<file path="src/rtl/matmul_arbiter.sv">
// matmul_arbiter: shares one matrix_mul between two requesters.
// Round-robin grant at the multiplier input handshake, an in-order tag FIFO
// of accepted jobs, and result strobes routed back to the issuing requester.
module matmul_arbiter #(
  parameter int DWIDTH = 8,
  parameter int ROW    = 3,
  parameter int COL    = 3,
  parameter int NUM    = 3,
  parameter int DEPTH  = 8
) (
  input  logic                          clk,
  input  logic                          rst,
  input  logic                          en,
  input  logic                          req0_valid,
  input  logic                          req1_valid,
  output logic                          req0_ready,
  output logic                          req1_ready,
  input  logic [DWIDTH*ROW*NUM-1:0]     req0_A,
  input  logic [DWIDTH*ROW*NUM-1:0]     req1_A,
  input  logic [DWIDTH*COL*NUM-1:0]     req0_B,
  input  logic [DWIDTH*COL*NUM-1:0]     req1_B,
  output logic                          mm_en,
  output logic                          mm_in_Dvalid,
  input  logic                          mm_out_Dready,
  output logic [DWIDTH*ROW*NUM-1:0]     mm_din_A,
  output logic [DWIDTH*COL*NUM-1:0]     mm_din_B,
  input  logic [2*DWIDTH*ROW*COL-1:0]   mm_dout_C,
  input  logic                          mm_out_vld,
  output logic                          rsp0_vld,
  output logic                          rsp1_vld,
  output logic [2*DWIDTH*ROW*COL-1:0]   rsp_C,
  output logic [$clog2(DEPTH):0]        inflight,
  output logic                          err_underflow
);

  localparam int PW   = $clog2(DEPTH);
  localparam int CNTW = $clog2(DEPTH) + 1;
  localparam logic [CNTW-1:0] FULL_CNT = CNTW'(DEPTH);

  typedef enum logic {S_OPEN, S_LOCKED} state_t;

  state_t            state, state_nxt;
  logic              gnt;
  logic              last;
  logic              pick;
  logic              grant_ok;
  logic              sel;
  logic              offer;
  logic              accept;
  logic              pop;
  logic              full;
  logic [DEPTH-1:0]  tag_mem;
  logic [PW-1:0]     wr_ptr, rd_ptr;
  logic [CNTW-1:0]   count;

  // Fresh arbitration decision, used only while no offer is locked
  always_comb begin
    full     = (count == FULL_CNT);
    pick     = 1'b0;
    grant_ok = 1'b0;
    if (en && !full) begin
      if (req0_valid && req1_valid) begin
        grant_ok = 1'b1;
        pick     = ~last;
      end else if (req0_valid) begin
        grant_ok = 1'b1;
        pick     = 1'b0;
      end else if (req1_valid) begin
        grant_ok = 1'b1;
        pick     = 1'b1;
      end
    end
  end

  // Offer state register
  always_ff @(posedge clk or posedge rst) begin
    if (rst) state <= S_OPEN;
    else     state <= state_nxt;
  end

  // Lock a refused offer until the multiplier takes it
  always_comb begin
    state_nxt = state;
    case (state)
      S_OPEN:   if (grant_ok && !mm_out_Dready) state_nxt = S_LOCKED;
      S_LOCKED: if (mm_out_Dready)              state_nxt = S_OPEN;
      default:  state_nxt = S_OPEN;
    endcase
  end

  // Handshake outputs and operand mux; a locked offer ignores en and full
  always_comb begin
    offer        = (state == S_LOCKED) || grant_ok;
    sel          = (state == S_LOCKED) ? gnt : pick;
    accept       = offer & mm_out_Dready;
    mm_in_Dvalid = offer;
    req0_ready   = accept & ~sel;
    req1_ready   = accept & sel;
    mm_din_A     = sel ? req1_A : req0_A;
    mm_din_B     = sel ? req1_B : req0_B;
    mm_en        = en | (count != '0) | (state == S_LOCKED);
    pop          = mm_out_vld & (count != '0);
    inflight     = count;
  end

  // Granted id held across a locked offer; last accepted id for round-robin
  always_ff @(posedge clk or posedge rst) begin
    if (rst) begin
      gnt  <= 1'b0;
      last <= 1'b1;
    end else begin
      if (state == S_OPEN && grant_ok) gnt <= pick;
      if (accept) last <= sel;
    end
  end

  // Tag storage; contents are don't-care when not covered by count
  always_ff @(posedge clk) begin
    if (accept) tag_mem[wr_ptr] <= sel;
  end

  // Tag FIFO pointers and occupancy
  always_ff @(posedge clk or posedge rst) begin
    if (rst) begin
      wr_ptr <= '0;
      rd_ptr <= '0;
      count  <= '0;
    end else begin
      if (accept) wr_ptr <= wr_ptr + PW'(1);
      if (pop)    rd_ptr <= rd_ptr + PW'(1);
      case ({accept, pop})
        2'b10:   count <= count + CNTW'(1);
        2'b01:   count <= count - CNTW'(1);
        default: count <= count;
      endcase
    end
  end

  // Registered result routing and sticky underflow flag
  always_ff @(posedge clk or posedge rst) begin
    if (rst) begin
      rsp0_vld      <= 1'b0;
      rsp1_vld      <= 1'b0;
      rsp_C         <= '0;
      err_underflow <= 1'b0;
    end else begin
      rsp0_vld <= pop & ~tag_mem[rd_ptr];
      rsp1_vld <= pop & tag_mem[rd_ptr];
      if (pop) rsp_C <= mm_dout_C;
      if (mm_out_vld && count == '0) err_underflow <= 1'b1;
    end
  end

endmodule
</file>
<file path="config.mk">
export PLATFORM = sky130hd
export DESIGN_NAME = matmul_arbiter
export DESIGN_NICKNAME = d
export VERILOG_FILES = /design/src/rtl/matmul_arbiter.sv
export SDC_FILE = /design/constraint.sdc
export NUM_CORES = 1
export LEC_CHECK = 0
export ABC_CLOCK_PERIOD_IN_PS = 5900
export BUFFER_PORTS_ARGS = -buffer_cell sky130_fd_sc_hd__buf_2
export CAP_MARGIN = 20
export CELL_PAD_IN_SITES_DETAIL_PLACEMENT = 1
export CELL_PAD_IN_SITES_GLOBAL_PLACEMENT = 1
export CORE_AREA = 2 2 284 286
export DETAILED_ROUTE_END_ITERATION = 10
export DIE_AREA = 0 0 286 288
export PLACE_DENSITY = 0.41
export SLEW_MARGIN = 5
export SYNTH_ARGS = -nofsm -noshare
export SYNTH_HDL_FRONTEND = slang
export SYNTH_SLANG_ARGS = --single-unit
export TNS_END_PERCENT = 50
</file>
<file path="constraint.sdc">
create_clock -name clk -period 5.9 [get_ports clk]
set_input_delay 0.59 -clock clk [delete_from_list [all_inputs] [get_ports clk]]
set_output_delay 0.59 -clock clk [all_outputs]
set_load 0.02 [all_outputs]
</file>
==> Word level (Yosys, flattened, before mapping) <==
Cells that the tools add are included.
W data, S select, Z words.
{ "totals": {"register_bits": 168, "latch_bits": 0, "ram_bits": 0, "mem_bits_ro": 0, "inputBits": 439, "out_inout_bits": 299, "n_memories": 0} }
{ "op_classes": {"addsub": 4, "multipliers": 0, "n_div": 0, "n_lt_le_gt_ge": 3, "n_eq_ne": 3, "shifts": 0, "muxes": 19, "bitwise": 12, "n_reduce_logical": 12} }
{ "op_table": {"columns": ["operator", "count"], "rows": [
  ["$mux W72", 2],
  ["$mux W1", 12],
  ["$bwmux W8", 1],
  ["$lt A3 B4 Y1 const B", 2],
  ["$pmux W4 S2", 1],
  ["$add A3 B1 Y3 const B", 2],
  ["$and A1 B1 Y1", 6],
  ["$logic_and A1 B1 Y1", 6],
  ["$add A4 B1 Y4 const B", 1],
  ["$eq A4 B4 Y1 const B", 1],
  ["$logic_not A4 Y1", 1],
  ["$not A1 Y1", 4],
  ["$reduce_bool A4 Y1", 1],
  ["$sub A4 B1 Y4 const B", 1],
  ["$bmux W1 S3", 1],
  ["$demux W1 S3", 1],
  ["$ge A3 B1 Y1 const B", 1],
  ["$eq A2 B1 Y1 const B", 1],
  ["$eq A2 B2 Y1 const B", 1],
  ["$logic_not A1 Y1", 2],
  ["$or A1 B1 Y1", 2],
  ["$pmux W1 S2", 1],
  ["$reduce_bool A2 Y1", 1],
  ["$logic_or A1 B1 Y1", 1]
]} }

==> Depth between registers and ports, before layout <==
{ "depth": {"word_depth": 8, "ltp_mapped": 11, "depth_no_buf": 8} }

==> Least setup slack after synthesis <==
OpenSTA, ideal clock, no wires.
{ "synth_path": {"path_type": "register -> register", "start": "reg count[2] (netlist: inflight[2])", "end": "reg count[3] (netlist: inflight[3])", "setup_time_ns": 0.090, "arrival_time_ns": 2.726, "required_ns": 5.810, "setup_slack_ns": 3.084, "path_stages_with_launch": 11, "n_path_buf": 5, "synth_period_minus_slack_ns": 2.816, "cell_sequence": "dfrtp_1 > buf_6 > o41a_1 > clkbuf_1 > clkbuf_1 > buf_2 > ha_1 > clkbuf_1 > or4b_2 > a21o_1 > o221ai_1"} }
{ "synth_rtl": {"columns": ["item", "line_no", "text"], "rows": [
  ["start, declared", "54", "logic [CNTW-1:0] count;"],
  ["start signal, assigned", "132", "2'b10: count <= count + CNTW'(1);"],
  ["start signal, assigned", "133", "2'b01: count <= count - CNTW'(1);"],
  ["start signal, assigned", "134", "default: count <= count;"],
  ["$reduce_bool A4 Y1 (*)", "102", "pop = mm_out_vld & (count != '0);"],
  ["$and A1 B1 Y1 (*)", "102", null],
  ["via pop", "50", "logic pop;"],
  ["$eq A2 B1 Y1 / $eq A2 B2 Y1 (equally long branches)", "131", "case ({accept, pop})"],
  ["$pmux W4 S2 / $reduce_bool A2 Y1 (equally long branches)", null, null]
]} }
The timed path passes the listed nets; every way through them passes the cells marked *.
A chain may end at the register's enable or synchronous reset.

==> Worst setup path in the final report <==
{ "layout_path": {"start": "reg count[1] (netlist: inflight[1])", "end": "out mm_din_B[43]"} }
{ "layout_via": {"elab_chain_len": 6} }
{ "layout_lines": {"columns": ["item", "line_no", "text"], "rows": [
  ["$eq A4 B4 Y1", "58", "full = (count == FULL_CNT);"],
  ["$logic_not A1 Y1", "61", "if (en && !full) begin"],
  ["$logic_and A1 B1 Y1", "61", null],
  ["$mux W1", "61", null],
  ["$mux W1", "94", "sel = (state == S_LOCKED) ? gnt : pick;"],
  ["$mux W72", "100", "mm_din_B = sel ? req1_B : req0_B;"],
  ["end, declared", "26", "output logic [DWIDTH*COL*NUM-1:0] mm_din_B,"]
]} }
No other way between the ends.

==> impl_metrics.json <==
{
  "period_minus_slack_ns": 3.391,
  "fin_crit_sh": 0.5747,
  "power_density_nw_per_um2": 374.0,
  "dp_slack_ns": 2.578,
  "relSlewSlack": 0.3641,
  "worst_ep_required_time_ns": 5.31,
  "worst_slew_pin_slew_ns": 0.9538,
  "crit_end": "mm_din_B[43]",
  "fp.dieH_um": 288,
  "final-instance-count-excl-fill": 2374,
  "arrival_ns": 2.80,
  "area_growth_pct": 64.24,
  "routed_via_density": 3.296,
  "finalPower_mw": 5.253,
  "fillers": 9347,
  "syn_avg_cell_area_um2": 14.87,
  "fp.coreArea_um2": 79640,
  "path_class": "reg -> out",
  "cts.clk_slew.worst_paths_ns": 0.08,
  "drt_iter0_markers": 298,
  "tns_ns": 0,
  "seq_power_share": 0.324,
  "root_buffer": "clkbuf_16",
  "worst_setup_path_end_kind": "output pin",
  "die_x_um": 286,
  "yosysSeqAreaShare": 0.4964,
  "clock_latency_ns": 0.47,
  "ios": 738,
  "final_nets": 1740,
  "startpoint": "inflight[1]",
  "hold_violations": 0,
  "rows": 104,
  "drive_gt1_frac": 0.8235,
  "synth_top_flop_cell": "dfrtp_1",
  "comb_power_share": 0.450,
  "r2r-start": "inflight[2]",
  "synth_commonest_cells": "mux2_2 (243), dfrtp_1 (159), mux2_4 (49)",
  "synth_cell_type_count": 46,
  "status": "complete, no violations",
  "ys.warnings.count": 0,
  "cts_tree": "done",
  "post-cts-setup-buffers": 0,
  "rsz0062_at_grt": "false",
  "fp.dieArea_um2": 82370,
  "routabilityCongestion": 0.9021,
  "p_switching_mw": 2.167,
  "reg2reg_to": "inflight[3]",
  "p_leak_nw": 6.707,
  "cp_max_fo": 95,
  "drt-total-wl_um": 46040,
  "ff2ff_setup_slack_ns": 2.74,
  "drc": 0,
  "grt_max_degree": 116,
  "clkPwrFrac": 0.227,
  "clock_skew_ns": 0.01648,
  "netlist.area_leader.share": 0.4653,
  "grt_pass1_wl_um": 62240,
  "clock.fmax_ghz": 0.2949,
  "clkSinkCount": 168,
  "via_count": 7825,
  "clock_path_buffers": 2,
  "placed_area_um2": 13400,
  "initial_core_util": 0.1074,
  "yosys.area.top_type": "dfrtp_1",
  "cts_hold_buf": 0,
  "power.internal_mw": 3.086,
  "h-tree-depth": 4,
  "synth-seq-cells": 168,
  "place_hpwl_um": 38950,
  "hold_class": "in -> async",
  "slew_viol_final": 0,
  "final_cell_area_um2": 14050,
  "synth_edf_count": 8,
  "synthesis.nets": 1019,
  "ir_drop_uv": 189.6,
  "routedWlPerCell_um": 19.39,
  "worst_r2r_path_depth": 6,
  "setup_slack_ns": 2.509,
  "synth_area_leaders": "dfrtp_1 (47%), mux2_2 (32%), mux2_4 (8.6%), edfxtp_1 (2.8%), buf_2 (1.5%)",
  "async_flop_share": 0.9524,
  "ant_nets": 0,
  "final_util": 0.1764,
  "cts_buffers": 17,
  "sw_frac_of_total": 0.4125,
  "hold-worst-slack_ns": 0.2889,
  "synth_most_common_cell": "mux2_2",
  "syn_inst": 575,
  "track_usage": 0.1072,
  "antenna_found_initial": 14,
  "dp.cells": 2336,
  "netlist_area_um2": 8552,
  "cts_resized": 0,
  "dr.pass1.iters": 4,
  "grt_pass1_vias": 8687,
  "gr-total-overflow": 0,
  "cap_violations": 0,
  "setup_viol": 0,
  "port_buffers": 737,
  "crit_path_start_kind": "flip-flop"
}
## placed cells by master (no fill, tap or decap), types with 4 or more instances in the layout
cell and instances:
inv_6 4, dfrtp_1 159, ha_1 5, diode_2 5, xnor2_1 4, nor4b_1 4
edfxtp_1 8, buf_2 737, clkbuf_16 17, nand2_1 6, mux2_4 49, mux2_2 243
nor2_1 5, inv_1 6, clkinv_8 6
## power by group through the flow
stage | registers, mW | logic, mW | clock network (mW)
after detailed placement | 1.73 | 2.40 | 0
after global placement | 1.72 | 2.39 | 0
after floorplan | 2.06 | 1.17 | 0
final | 1.70 | 2.36 | 1.19
after global routing | 1.76 | 2.52 | 1.30
after CTS | 1.71 | 2.40 | 1.27
## logic make-up (layout without fill, tap and decap cells)
| group | count (synthesis) | after routing | synth area share |
|---|---|---|---|
| muxes | 295 | 295 | 0.4124 |
| DFF | 168 | 168 | 0.4964 |
| buffers and inverters | 47 | 781 | 0.03146 |
| and+or+nand+nor | 36 | 36 | 0.02765 |
| AOI/OAI and AO/OA | 18 | 18 | 0.01858 |
| xor gates and xnor gates | 6 | 6 | 0.006145 |
| adders and majority gates | 5 | 5 | 0.007315 |
| other | 0 | 5 | 0 |
## worst max-delay path, cell delays in order (launching register included)
cell,delay (ns)
dfrtp_1,0.57
nor4b_4,0.13
o41ai_4,0.38
buf_12,0.42
mux2_4,0.42
buf_2,0.18
## state kept, by name, indices dropped and copies added (netlist names)
| signal | count |
|---|---|
| rsp1_vld | 1 |
| rsp0_vld | 1 |
| rsp_C | 144 |
| err_underflow | 1 |
| rd_ptr | 3 |
| wr_ptr | 3 |
| tag_mem | 8 |
| state | 1 |
| last | 1 |
| inflight | 4 |
| gnt | 1 |
## worst min-delay path by stage
stage | end | depth (start not counted)
2_1_floorplan | rd_ptr[2] | 1
3_3_place_gp | err_underflow | 1
3_5_place_dp | rd_ptr[2] | 1
4_1_cts | rsp_C[0] | 2
5_1_grt | rsp_C[61] | 2
6_report | rsp_C[48] | 2
## layer usage
layer | wire [um] | GRT usage | up-vias
met5 | 49 | 0 | -
met4 | 1262 | 0.04005 | 10
met3 | 4713 | 0.03851 | 61
met2 | 22670 | 0.1818 | 427
met1 | 17350 | 0.1233 | 3781
li1 | - | - | 3546
## area by class of cell
cell class	count	area, um^2	share of cell area
diodes	5	12.51	0.0008908
flip-flops and latches	168	4245	0.3022
clock inverters	15	191.4	0.01363
inverters	7	31.28	0.002227
clock buffers	17	425.4	0.03029
repair buffers	742	3764	0.2679
multi-input cells	360	4050	0.2883
well taps	1060	1326	0.09442
Power figures use the tool's default switching activity.
